$ cat src/rtl/eth_axis_pkg.sv
// Shared defaults and lane mapping for the Ethernet AXI-Stream receive packer.
package eth_axis_pkg;

   localparam int unsigned DEF_S_DATA_WIDTH   = 8;
   localparam int unsigned DEF_RATIO          = 4;
   localparam int unsigned DEF_FIRST_LANE_MSB = 1;

   // Output lane that holds the k-th arriving beat of a word; the mapping is its own inverse.
   function automatic int unsigned lane_idx(input int unsigned k,
                                            input int unsigned ratio,
                                            input bit          first_msb);
      return first_msb ? (ratio - 1 - k) : k;
   endfunction

endpackage

$ cat src/rtl/eth_axis_rx_packer.sv
// Packs narrow AXI-Stream beats into RATIO-lane words, one output register stage.
// A word closes on a full lane count or on tlast; unreceived lanes read as zero.
module eth_axis_rx_packer
   import eth_axis_pkg::*;
#(
   parameter int unsigned S_DATA_WIDTH   = DEF_S_DATA_WIDTH,
   parameter int unsigned RATIO          = DEF_RATIO,
   parameter int unsigned FIRST_LANE_MSB = DEF_FIRST_LANE_MSB
) (
   input  logic                                  clk_i,
   input  logic                                  rstn_i,
   input  logic [S_DATA_WIDTH-1:0]               s_axis_tdata,
   input  logic                                  s_axis_tvalid,
   input  logic                                  s_axis_tuser,
   input  logic                                  s_axis_tlast,
   output logic                                  s_axis_tready,
   output logic [S_DATA_WIDTH*RATIO-1:0]         m_axis_tdata,
   output logic [RATIO-1:0]                      m_axis_tkeep,
   output logic [$clog2(RATIO)-1:0]              m_axis_byte_count,
   output logic                                  m_axis_tvalid,
   output logic                                  m_axis_tlast,
   output logic                                  m_axis_tuser,
   input  logic                                  m_axis_tready
);

   localparam int unsigned M_DATA_WIDTH = S_DATA_WIDTH * RATIO;
   localparam int unsigned CNT_W        = $clog2(RATIO);
   localparam bit          MSB_FIRST    = (FIRST_LANE_MSB != 0);

   logic [CNT_W-1:0]        cnt,       cnt_d;
   logic [M_DATA_WIDTH-1:0] acc_data,  acc_data_d;
   logic                    tuser_acc, tuser_acc_d;

   logic [M_DATA_WIDTH-1:0] tdata_d;
   logic [RATIO-1:0]        tkeep_d;
   logic [CNT_W-1:0]        byte_count_d;
   logic                    tvalid_d, tlast_d, tuser_d;

   logic                    accept_c;
   logic                    complete_c;
   logic [CNT_W-1:0]        lane_c;
   logic [M_DATA_WIDTH-1:0] word_c;
   logic [RATIO-1:0]        keep_c;

   // Backpressure depends only on the output register, never on the incoming beat.
   assign s_axis_tready = !m_axis_tvalid || m_axis_tready;
   assign accept_c      = s_axis_tvalid && s_axis_tready;
   assign complete_c    = accept_c && ((cnt == CNT_W'(RATIO - 1)) || s_axis_tlast);

   // Merge the current beat into the accumulator and derive the keep mask for cnt+1 lanes.
   always_comb begin
      lane_c = CNT_W'(lane_idx(32'(cnt), RATIO, MSB_FIRST));
      word_c = '0;
      keep_c = '0;
      for (int unsigned j = 0; j < RATIO; j++) begin
         if (CNT_W'(j) == lane_c) begin
            word_c[j*S_DATA_WIDTH +: S_DATA_WIDTH] = s_axis_tdata;
         end else begin
            word_c[j*S_DATA_WIDTH +: S_DATA_WIDTH] = acc_data[j*S_DATA_WIDTH +: S_DATA_WIDTH];
         end
         keep_c[j] = (CNT_W'(lane_idx(j, RATIO, MSB_FIRST)) <= cnt);
      end
   end

   // Next-state for the accumulator and the output register.
   always_comb begin
      cnt_d        = cnt;
      acc_data_d   = acc_data;
      tuser_acc_d  = tuser_acc;
      tdata_d      = m_axis_tdata;
      tkeep_d      = m_axis_tkeep;
      byte_count_d = m_axis_byte_count;
      tvalid_d     = m_axis_tvalid;
      tlast_d      = m_axis_tlast;
      tuser_d      = m_axis_tuser;

      if (m_axis_tready) begin
         tvalid_d = 1'b0;
      end

      if (complete_c) begin
         tdata_d      = word_c;
         tkeep_d      = keep_c;
         byte_count_d = cnt;
         tvalid_d     = 1'b1;
         tlast_d      = s_axis_tlast;
         tuser_d      = tuser_acc || s_axis_tuser;
         cnt_d        = '0;
         acc_data_d   = '0;
         tuser_acc_d  = 1'b0;
      end else if (accept_c) begin
         cnt_d        = cnt + CNT_W'(1);
         acc_data_d   = word_c;
         tuser_acc_d  = tuser_acc || s_axis_tuser;
      end
   end

   always_ff @(posedge clk_i or negedge rstn_i) begin
      if (!rstn_i) begin
         cnt               <= '0;
         acc_data          <= '0;
         tuser_acc         <= 1'b0;
         m_axis_tdata      <= '0;
         m_axis_tkeep      <= '0;
         m_axis_byte_count <= '0;
         m_axis_tvalid     <= 1'b0;
         m_axis_tlast      <= 1'b0;
         m_axis_tuser      <= 1'b0;
      end else begin
         cnt               <= cnt_d;
         acc_data          <= acc_data_d;
         tuser_acc         <= tuser_acc_d;
         m_axis_tdata      <= tdata_d;
         m_axis_tkeep      <= tkeep_d;
         m_axis_byte_count <= byte_count_d;
         m_axis_tvalid     <= tvalid_d;
         m_axis_tlast      <= tlast_d;
         m_axis_tuser      <= tuser_d;
      end
   end

endmodule

$ cat config.mk
export PLATFORM = sky130hd
export DESIGN_NAME = eth_axis_rx_packer
export DESIGN_NICKNAME = d
export VERILOG_FILES = /design/src/rtl/eth_axis_pkg.sv /design/src/rtl/eth_axis_rx_packer.sv
export SDC_FILE = /design/constraint.sdc
export NUM_CORES = 1
export LEC_CHECK = 0
export ABC_AREA = 1
export CAP_MARGIN = 20
export CORE_MARGIN = 2
export CORE_UTILIZATION = 48
export CTS_CLUSTER_DIAMETER = 30
export DETAILED_ROUTE_END_ITERATION = 7
export PLACE_DENSITY_LB_ADDON = 0.15
export SYNTH_ARGS = -nofsm -noshare
export SYNTH_HDL_FRONTEND = slang
export SYNTH_SLANG_ARGS = --single-unit
$ cat constraint.sdc
create_clock -name clk_i -period 1.62 [get_ports clk_i]
set_input_delay 0.324 -clock clk_i [delete_from_list [all_inputs] [get_ports clk_i]]
set_output_delay 0.324 -clock clk_i [all_outputs]
set_load 0.005 [all_outputs]
==> results of run 1 <==
## worst paths after layout
kind,start,end,depth (start not counted)
min reg2reg,acc_data[1],acc_data[1],2
min,rstn_i,acc_data[29],2
min in group clk_i,acc_data[1],acc_data[1],2
max in group asynchronous,rstn_i,acc_data[4],3
max reg2reg,cnt[0],acc_data[25],8
max,m_axis_tdata[7],m_axis_tdata[7],1
## routing by layer
| metal | GRT usage [%] | vias up | part of all wire, % |
|---|---|---|---|
| li1 | - | 1473 | - |
| met1 | 31.7 | 1380 | 48 |
| met2 | 37.0 | 73 | 45 |
| met3 | 4.66 | 10 | 4.8 |
| met4 | 8.13 | 0 | 1.8 |
| met5 | 0 | - | 0 |
## metrics by stage
step                total power, mW  instances
floorplan                      3.17        435
global placement               3.97        581
detailed placement             4.02        581
CTS                            5.24        599
global route                   5.51        599
finish                         5.19        599
## timing repair
action                                  CTS  global route
pin swaps                                 0             0
setup buffers                             2             0
gates resized for setup                   1             2
endpoints found under the hold margin    26             0
hold buffers                              1             0
endpoints found under the setup margin    2            19
## power groups by stage
stage,clock network (mW),registers (mW),logic [mW]
floorplan,0,2.46,0.712
global placement,0,2.45,1.52
CTS,1.23,2.43,1.58
detailed placement,0,2.46,1.55
global route,1.30,2.46,1.75
finish,1.21,2.42,1.56
## cells in the mapped netlist (all sizes together)
cell    instances
ha              5
nand4           3
nand2         244
dfrtp          76
clkbuf          2
nand3          62
inv            19
or2             1
clkinv          1
a21oi           1
buf            21
## placed cells by master (no fill, tap or decap), types with 2 or more instances in the layout
cell and count:
sky130_fd_sc_hd__nand2_1 243, sky130_fd_sc_hd__dfrtp_1 76, sky130_fd_sc_hd__nand3_1 61, sky130_fd_sc_hd__clkdlybuf4s50_1 53, sky130_fd_sc_hd__inv_1 16, sky130_fd_sc_hd__buf_4 14, sky130_fd_sc_hd__clkbuf_8 9, sky130_fd_sc_hd__buf_12 7
sky130_fd_sc_hd__ha_1 5, sky130_fd_sc_hd__nand4_1 3, sky130_fd_sc_hd__clkbuf_1 3, sky130_fd_sc_hd__clkinv_2 3, sky130_fd_sc_hd__inv_2 2
## sequential cells by signal, summed over array words and instances, names as in the netlist
| name | count |
|---|---|
| m_axis_byte_count | 2 |
| m_axis_tkeep | 4 |
| acc_data | 32 |
| m_axis_tvalid | 1 |
| m_axis_tdata | 32 |
| cnt | 2 |
| m_axis_tlast | 1 |
| m_axis_tuser | 1 |
| tuser_acc | 1 |
## area by class of cell
type	instances	area, µm²
timing repair buffer	76	795
sequential	76	1900
inverter	20	77.6
clock inverter	3	15.0
fill	620	2490
tap	96	120
clock buffer	12	135
multi-input combinational	316	1340
## cell families (layout without fill, tap and decap cells)
kind of cell	Yosys count	after routing	synth area share, %
simple gates	310	310	36.7
buf+inv	43	111	5.83
fa+ha+maj	5	5	1.82
flops	76	76	55.4
compound gates	1	1	0.255
==> parameters.txt, run 1 <==
Parameter                              Value

Floorplan
  Die extent in x    88.6 µm
  Effective utilization at floorplan    50.0%
  Height of the die    88.6 µm
  Core Box Area    6870 µm²
  FP Rows    30
  I/O pin cnt    56
  Area enclosed by the die boundary    7840 µm²

Yosys
  Syn_area_per_cell    7.89 µm²
  Netlist Area Pre-Place    3430 µm²
  Synth Net Count    454
  Yosys top cell by area    sky130_fd_sc_hd__dfrtp_1
  Sequential area share after synthesis    55.4%
  Top cells by area, synth    sky130_fd_sc_hd__dfrtp_1 55%, sky130_fd_sc_hd__nand2_1 27%, sky130_fd_sc_hd__nand3_1 8.9%
  Warnings from Yosys    0
  Number of library cell types mapped by synthesis    15
  Number of cells produced by synthesis    435
  Number of flip-flops and latches in the synthesized netlist    76
  Share of the synthesized area in the top cell type    55.4%

Worst setup path
  Largest stage delay on the critical path    0.51 ns
  Biggest fanout along the worst timing path    2
  Endpoint type of the worst setup path    output port
  Nature of the critical path startpoint    flip-flop
  Setup CP Type    flip-flop to output port
  Series of cell instances along the critical path    clkdlybuf4s50_1
  Required time of the critical path    1.30 ns
  Endpoint arrival time on the critical path    1.23 ns
  Slowest CP cell    sky130_fd_sc_hd__clkdlybuf4s50_1
  Internal reg-to-reg setup slack    0.14 ns
  CP top delay family    buffers and inverters
  Number of buffer and inverter instances along the worst setup path    1

Timing
  Final hold vios    0
  Worst Tran Pin Value    0.395 ns
  Pins Over Slew Limit    0
  Clock skew after layout    0.00903 ns
  Sum Neg Setup Slack    0 ns
  PnR worst setup slack    0.0682 ns
  Worst max-slew margin expressed relative to the limit    73.6%
  Maximum achievable frequency    0.644 GHz
  Worst Hold Margin    0.441 ns
  Setup repair after global routing missed its margin    false
  Count of endpoints failing setup in the final report    0
  Crit path time final    1.55 ns
  Portion of the clock cycle consumed by the worst path in the final layout    95.8%

Global route
  Number of antenna violations at the first check in global routing    0
  Maximum number of pins on one net before global-route repair    41
  Via count of the first global-routing pass    2923
  GRT overflow    0
  Overall routing resource usage    23.2%
  Global-route wire length before repair    13800 µm

CTS
  Buffer type at the clock tree root    sky130_fd_sc_hd__clkbuf_8
  CTS Buf Count    9
  Number of clock sinks    76
  Total number of H-tree levels    3
  Worst-Skew Late Latency    0.35 ns
  CTS tree    built
  Max Root-Sink Buffers    2
  CTS clk-pin slew, worst paths    0.08 ns

Drt
  Pre-Repair DR Iteration Count    4
  Iteration-0 DRC Markers    215
  Drt drc    0
  Antenna Nets Post-Route    0
  Total wirelength of the detailed-routed design    8260 µm
  Routed wire per std cell    13.8 µm
  Vias    2936
  Average vias per placed instance    4.90

Place
  Detail Placement HPWL    5420 µm
  Placement-stage worst setup slack    -0.102 ns
  RePlAce Congestion    0.793
  Placed Area    4210 µm²
  Port bufs    55

Run status
  Run status    completed

Hold path
  Type of the tightest min-delay check    input pin to asynchronous set/reset pin

Pwr
  Areal power density over the cells    1190 nW/µm²
  Psw    1.63 mW
  VDD IR-drop max    608 µV
  Int Power    3.56 mW
  Reported leakage power    2.45 nW
  Part of the total power dissipated in combinational logic    30.1%
  Relative contribution of sequential cells to total power    46.7%
  Clock share of power    23.2%
  Proportion of total power due to net switching    31.4%

Final layout
  Antenna diode count    0
  Total Nets Final    518
  Layout area overhead    27.7%
  Fraction of final layout cells sized beyond drive strength 1    7.95%
  Final standard cell utilization of the core    63.8%
  Fin area    4380 µm²

Flow run
  Max-capacitance violation count    0
Note: power is estimated with default switching activity, not from simulation.
==> run 2, diff against run 1 <==
--- a/config.mk
+++ b/config.mk
@@ -5,10 +5,9 @@
 export SDC_FILE = /design/constraint.sdc
 export NUM_CORES = 1
 export LEC_CHECK = 0
-export ABC_AREA = 1
 export CAP_MARGIN = 20
 export CORE_MARGIN = 2
-export CORE_UTILIZATION = 48
+export CORE_UTILIZATION = 47
 export CTS_CLUSTER_DIAMETER = 30
 export DETAILED_ROUTE_END_ITERATION = 7
 export PLACE_DENSITY_LB_ADDON = 0.15
==> parameters.txt, run 2 <==
Parameter                              Value

Worst setup path
  CP top delay family    flip-flops
  Biggest fanout along the worst timing path    7
  Series of cell instances along the critical path    ha_4, nor2_4, nand3b_4, clkbuf_16, mux2_2
  Number of buffer and inverter instances along the worst setup path    1
  Largest stage delay on the critical path    0.45 ns
  Worst reg2reg path endpoint    m_axis_tdata[28]
  Setup CP Type    flip-flop to flip-flop
  Endpoint type of the worst setup path    flip-flop
  Slowest CP cell    sky130_fd_sc_hd__dfrtp_2
  Nature of the critical path startpoint    flip-flop
  Required time of the critical path    1.87 ns
  Endpoint arrival time on the critical path    1.89 ns
  Internal reg-to-reg setup slack    -0.02 ns
  Launch point of the worst reg-to-reg path    cnt[1]
  Reg2reg path depth    5

Pwr
  VDD IR-drop max    695 µV
  Areal power density over the cells    1290 nW/µm²
  Reported leakage power    2.21 nW

Final layout
  Most common cell after layout, fill and taps aside    sky130_fd_sc_hd__dfrtp_1
  Largest registers    acc_data: 32 flops, m_axis_tdata: 32 flops, m_axis_tkeep: 4 flops
  Antenna diode count    0
  Final standard cell utilization of the core    68.2%
  Combined flip-flop and latch cell area    1900 µm²
  Total Nets Final    339
  Top library cells by usage in the layout, fill and taps aside    74 x sky130_fd_sc_hd__dfrtp_1, 56 x sky130_fd_sc_hd__mux2_2, 52 x sky130_fd_sc_hd__clkdlybuf4s50_1
  Layout area overhead    40.8%
  Multi-input combinational cell area    1380 µm²
  Fraction of final layout cells sized beyond drive strength 1    42.2%
  Fill cell instance count of the final layout    502

Floorplan
  Area enclosed by the die boundary    7690 µm²
  Core Box Area    6790 µm²
  I/O pin cnt    56
  Effective utilization at floorplan    48.4%
  Die extent in x    87.7 µm
  FP Rows    30
  Height of the die    87.7 µm

Yosys
  Number of cells produced by synthesis    225
  Yosys top cell by area    sky130_fd_sc_hd__dfrtp_1
  Share of the synthesized area in the top cell type    57.8%
  Main flop type after synthesis    sky130_fd_sc_hd__dfrtp_1
  Syn_area_per_cell    14.6 µm²
  Number of library cell types mapped by synthesis    24
  Sequential area share after synthesis    57.8%
  Number of flip-flops and latches in the synthesized netlist    76
  Netlist Area Pre-Place    3290 µm²
  Top cell types by occurrence after synthesis    76 x sky130_fd_sc_hd__dfrtp_1, 66 x sky130_fd_sc_hd__mux2_2, 26 x sky130_fd_sc_hd__a22o_1, 9 x sky130_fd_sc_hd__and2_1, 7 x sky130_fd_sc_hd__buf_2
  Async S/R FF share, synth    100%
  Number of enable-type register cells in the synthesized netlist    0
  Warnings from Yosys    0
  Synth Net Count    244
  Top cells by area, synth    sky130_fd_sc_hd__dfrtp_1 58%, sky130_fd_sc_hd__mux2_2 23%, sky130_fd_sc_hd__a22o_1 6.9%
  Most common cell in the netlist    sky130_fd_sc_hd__dfrtp_1

Global route
  GRT overflow    0
  Global-route wire length before repair    11200 µm
  Overall routing resource usage    19.6%
  Number of antenna violations at the first check in global routing    0
  Maximum number of pins on one net before global-route repair    34
  Via count of the first global-routing pass    2136

Drt
  Antenna Nets Post-Route    0
  Routed wire per std cell    17.4 µm
  Drt drc    0
  Total wirelength of the detailed-routed design    7330 µm
  Iteration-0 DRC Markers    165
  Vias    2158
  Pre-Repair DR Iteration Count    4
  Average vias per placed instance    5.13

Run status
  Failing checks    setup timing
  Run status    finished, violations left

Flow run
  Max-capacitance violation count    0

Timing
  PnR worst setup slack    -0.0237 ns
  Pins Over Slew Limit    0
  Final hold vios    0
  Worst max-slew margin expressed relative to the limit    76.2%
  Portion of the clock cycle consumed by the worst path in the final layout    101%
  Crit path time final    1.64 ns
  Count of endpoints failing setup in the final report    11
  Maximum achievable frequency    0.608 GHz
  Worst Tran Pin Value    0.355 ns
  Clock skew after layout    0.0143 ns
  Setup repair after global routing missed its margin    true

Place
  RePlAce Congestion    0.767
  Port bufs    55
  Placement-stage worst setup slack    -0.226 ns
  Detail Placement HPWL    4530 µm

CTS
  Max Root-Sink Buffers    2
  CTS tree    built
  Buffer type at the clock tree root    sky130_fd_sc_hd__clkbuf_8
  Worst-Skew Late Latency    0.35 ns
  Number of clock sinks    76
  Total number of H-tree levels    3
  CTS clk-pin slew, worst paths    0.09 ns
  CTS Buf Count    9

Hold path
  Type of the tightest min-delay check    input pin to asynchronous set/reset pin
==> run 2: how the worst max path moves through the flow <==
stage	startpoint	end	slack, ns	cells past startpoint
floorplan	cnt[0]	acc_data[24]	-0.07	5
global placement	m_axis_tready	s_axis_tready	-0.22	4
detailed placement	m_axis_tready	s_axis_tready	-0.23	4
CTS	cnt[1]	m_axis_tdata[18]	-0.02	5
global route	cnt[0]	m_axis_tdata[28]	-0.04	5
finish	cnt[1]	m_axis_tdata[28]	-0.02	5
==> run 2: power breakdown <==
group          switching [mW]  internal (mW)  leakage, nW
combinational           0.659           1.31         1.11
sequential              0.226           2.30         1.00
clock                   0.737          0.764       0.0955
==> run 2: metal layers <==
layer  up-vias  wire length, µm  track usage (%)
met4         0               65             5.87
met2        47             3470             28.2
met3         7              271             4.90
met1      1095             3530             29.3
li1       1009                -                -
met5         -                0                0
==> run 2: kinds of logic (layout without fill, tap and decap cells) <==
| kind of cell | Yosys count | count (layout) | share of synthesized area (%) |
|---|---|---|---|
| flops | 76 | 76 | 57.8 |
| fa+ha+maj | 5 | 5 | 1.90 |
| compound gates | 32 | 32 | 8.25 |
| buf+inv | 18 | 118 | 2.89 |
| mux | 69 | 69 | 23.5 |
| simple gates | 25 | 25 | 5.67 |
==> run 2: through the flow <==
stage | area, µm² | instances | hold slack [ns] | total power, mW | TNS (ns)
after floorplan | 3300 | 225 | 0.0284 | 3.33 | -1.37
after global placement | 4170 | 392 | 0.228 | 4.31 | -9.43
after detailed placement | 4170 | 392 | 0.234 | 4.35 | -10.11
after CTS | 4400 | 411 | 0.403 | 5.87 | -0.236
after global routing | 4630 | 421 | 0.423 | 6.33 | -0.448
final | 4630 | 421 | 0.408 | 5.99 | -0.0948
==> run 2: layout make-up <==
| cell class | instances | area share, % |
|---|---|---|
| inverters | 6 | 0.486 |
| clock inverters | 6 | 1.51 |
| multi-input cells | 131 | 29.7 |
| well taps | 96 | 2.59 |
| flip-flops and latches | 76 | 41.1 |
| repair buffers | 96 | 21.7 |
| clock buffers | 10 | 2.97 |
==> run 2: timing repair <==
action                                 in CTS  in global routing
pin swaps                                   0                  2
setup endpoints to repair                  35                 50
endpoints found under the hold margin      17                  0
buffers inserted                            2                  5
hold buffers                                1                  0
cloned                                      0                  5
gates resized for setup                     3                 22
==> run 3, diff against run 2 <==
--- a/config.mk
+++ b/config.mk
@@ -10,7 +10,9 @@
 export CORE_UTILIZATION = 47
 export CTS_CLUSTER_DIAMETER = 30
 export DETAILED_ROUTE_END_ITERATION = 7
+export MAX_ROUTING_LAYER = met4
 export PLACE_DENSITY_LB_ADDON = 0.15
+export SLEW_MARGIN = 20
 export SYNTH_ARGS = -nofsm -noshare
 export SYNTH_HDL_FRONTEND = slang
 export SYNTH_SLANG_ARGS = --single-unit
==> parameters.txt, run 3 (synthesis results as in run 2) <==
Parameter                              Value

Place
  RePlAce Congestion    0.777
  Number of instances in the placed design    392
  Detail Placement HPWL    4530 µm
  Port bufs    55

Pwr
  Int Power    4.38 mW
  Clock share of power    25.1%
  Reported leakage power    2.23 nW
  VDD IR-drop max    709 µV
  Psw    1.64 mW
  Part of the total power dissipated in combinational logic    32.9%
  Relative contribution of sequential cells to total power    42.0%
  Areal power density over the cells    1290 nW/µm²
  Proportion of total power due to net switching    27.2%

Drt
  Iteration-0 DRC Markers    152
  Drt drc    0
  Routed wire per std cell    17.6 µm
  Antenna Nets Post-Route    0
  Vias    2165
  Average vias per placed instance    5.11
  Pre-Repair DR Iteration Count    4
  Total wirelength of the detailed-routed design    7460 µm

Floorplan
  Area enclosed by the die boundary    7690 µm²
  Die extent in x    87.7 µm
  Core Box Area    6790 µm²
  Effective utilization at floorplan    48.4%
  I/O pin cnt    56
  FP Rows    30
  Height of the die    87.7 µm

CTS
  Buffer type at the clock tree root    sky130_fd_sc_hd__clkbuf_8
  CTS clk-pin slew, worst paths    0.09 ns
  Worst-Skew Late Latency    0.35 ns
  Total number of H-tree levels    3
  CTS tree    built
  CTS Buf Count    9
  Max Root-Sink Buffers    2
  Number of clock sinks    76

Timing
  Portion of the clock cycle consumed by the worst path in the final layout    102%
  PnR worst setup slack    -0.0244 ns
  Pins Over Slew Limit    0
  Final hold vios    0
  Maximum achievable frequency    0.608 GHz
  Count of endpoints failing setup in the final report    7
  Worst Tran Pin Value    0.367 ns
  Clock skew after layout    0.0143 ns
  Worst max-slew margin expressed relative to the limit    75.4%
  Setup repair after global routing missed its margin    true
  Sum Neg Setup Slack    -0.0680 ns
  Crit path time final    1.64 ns

Worst setup path
  Biggest fanout along the worst timing path    7
  Required time of the critical path    1.86 ns
  Endpoint type of the worst setup path    flip-flop
  Reg2reg path depth    5
  Internal reg-to-reg setup slack    -0.02 ns
  Nature of the critical path startpoint    flip-flop
  Endpoint arrival time on the critical path    1.89 ns
  Setup CP Type    flip-flop to flip-flop

Global route
  GRT overflow    0
  Via count of the first global-routing pass    2135
  Overall routing resource usage    20.2%
  Maximum number of pins on one net before global-route repair    34
  Number of antenna violations at the first check in global routing    0
  Global-route wire length before repair    11300 µm

Run status
  Run status    finished, violations left
  Failing checks    setup timing

Final layout
  Antenna diode count    0
  Layout area overhead    41.6%
  Combined flip-flop and latch cell area    1900 µm²
  Top library cells by usage in the layout, fill and taps aside    74 x sky130_fd_sc_hd__dfrtp_1, 55 x sky130_fd_sc_hd__mux2_2, 52 x sky130_fd_sc_hd__clkdlybuf4s50_1
  Fraction of final layout cells sized beyond drive strength 1    42.7%
  Fill cell instance count of the final layout    498
  Largest registers    acc_data: 32 flops, m_axis_tdata: 32 flops, m_axis_tkeep: 4 flops
  Multi-input combinational cell area    1380 µm²
  Final std cells w/o fill    424
  Total Nets Final    342
  Most common cell after layout, fill and taps aside    sky130_fd_sc_hd__dfrtp_1

Hold path
  Type of the tightest min-delay check    input pin to asynchronous set/reset pin

Flow run
  Max-capacitance violation count    0
## run 3: cell count changes in the layout (fill, tap and decap cells not counted), sizes merged
cell	delta
buf	+3
## run 3: final cells by class
class,instances,area share (%)
Tap cell,96,2.58
Clock inverter,6,1.50
Clock buffer,10,2.95
Timing Repair Buffer,99,22.0
Inverter,6,0.483
Sequential cell,76,40.9
Multi-Input combinational cell,131,29.6
## run 3: metal layers
| metal | part of all wire (%) | vias up | track usage, % |
|---|---|---|---|
| met5 | 0 | - | - |
| met4 | 0.84 | 0 | 5.87 |
| met3 | 3.3 | 6 | 4.81 |
| met2 | 48 | 46 | 28.2 |
| met1 | 48 | 1095 | 29.6 |
| li1 | - | 1018 | - |
## run 3: what timing repair did
action	CTS	global route
gates resized for setup	3	23
hold buffers	1	0
cloned	0	5
hold endpoints to repair	17	0
setup endpoints to repair	35	50
buffers inserted	2	8
pin swaps	0	2
## run 3: path summary, 6_finish.rpt
| check | start | to |
|---|---|---|
| max | cnt[1] | m_axis_tdata[28] |
| min | rstn_i | acc_data[25] |
| max reg2reg | cnt[1] | m_axis_tdata[28] |
| min reg2reg | m_axis_tkeep[3] | m_axis_tkeep[3] |
| max in group asynchronous | rstn_i | m_axis_tdata[4] |
| min in group clk_i | m_axis_tkeep[3] | m_axis_tkeep[3] |
## run 3: worst max-delay path, stage by stage (launching register included)
cell and delay [ns]:
sky130_fd_sc_hd__dfrtp_2 0.45, sky130_fd_sc_hd__ha_4 0.19, sky130_fd_sc_hd__nor2_4 0.08, sky130_fd_sc_hd__nand3b_4 0.27, sky130_fd_sc_hd__clkbuf_16 0.21, sky130_fd_sc_hd__mux2_2 0.34
## run 3: power groups by stage
stage	combinational (mW)	sequential (mW)	clock, mW
global route	2.13	2.57	1.64
global placement	1.77	2.54	0
CTS	1.81	2.52	1.54
finish	1.98	2.53	1.51
detailed placement	1.79	2.55	0
floorplan	0.793	2.54	0
## run 3: through the flow
| step | utilization [%] | worst slack, ns | total power, mW | hold slack, ns | area, µm² |
|---|---|---|---|---|---|
| after global routing | 68.6 | -0.0456 | 6.35 | 0.420 | 4660 |
| after global placement | 61.4 | -0.222 | 4.31 | 0.228 | 4170 |
| after floorplan | - | -0.0691 | 3.33 | 0.0284 | 3300 |
| final | 68.6 | -0.0244 | 6.02 | 0.407 | 4660 |
| after detailed placement | 61.4 | -0.226 | 4.35 | 0.234 | 4170 |
| after CTS | 64.8 | -0.0234 | 5.87 | 0.403 | 4400 |
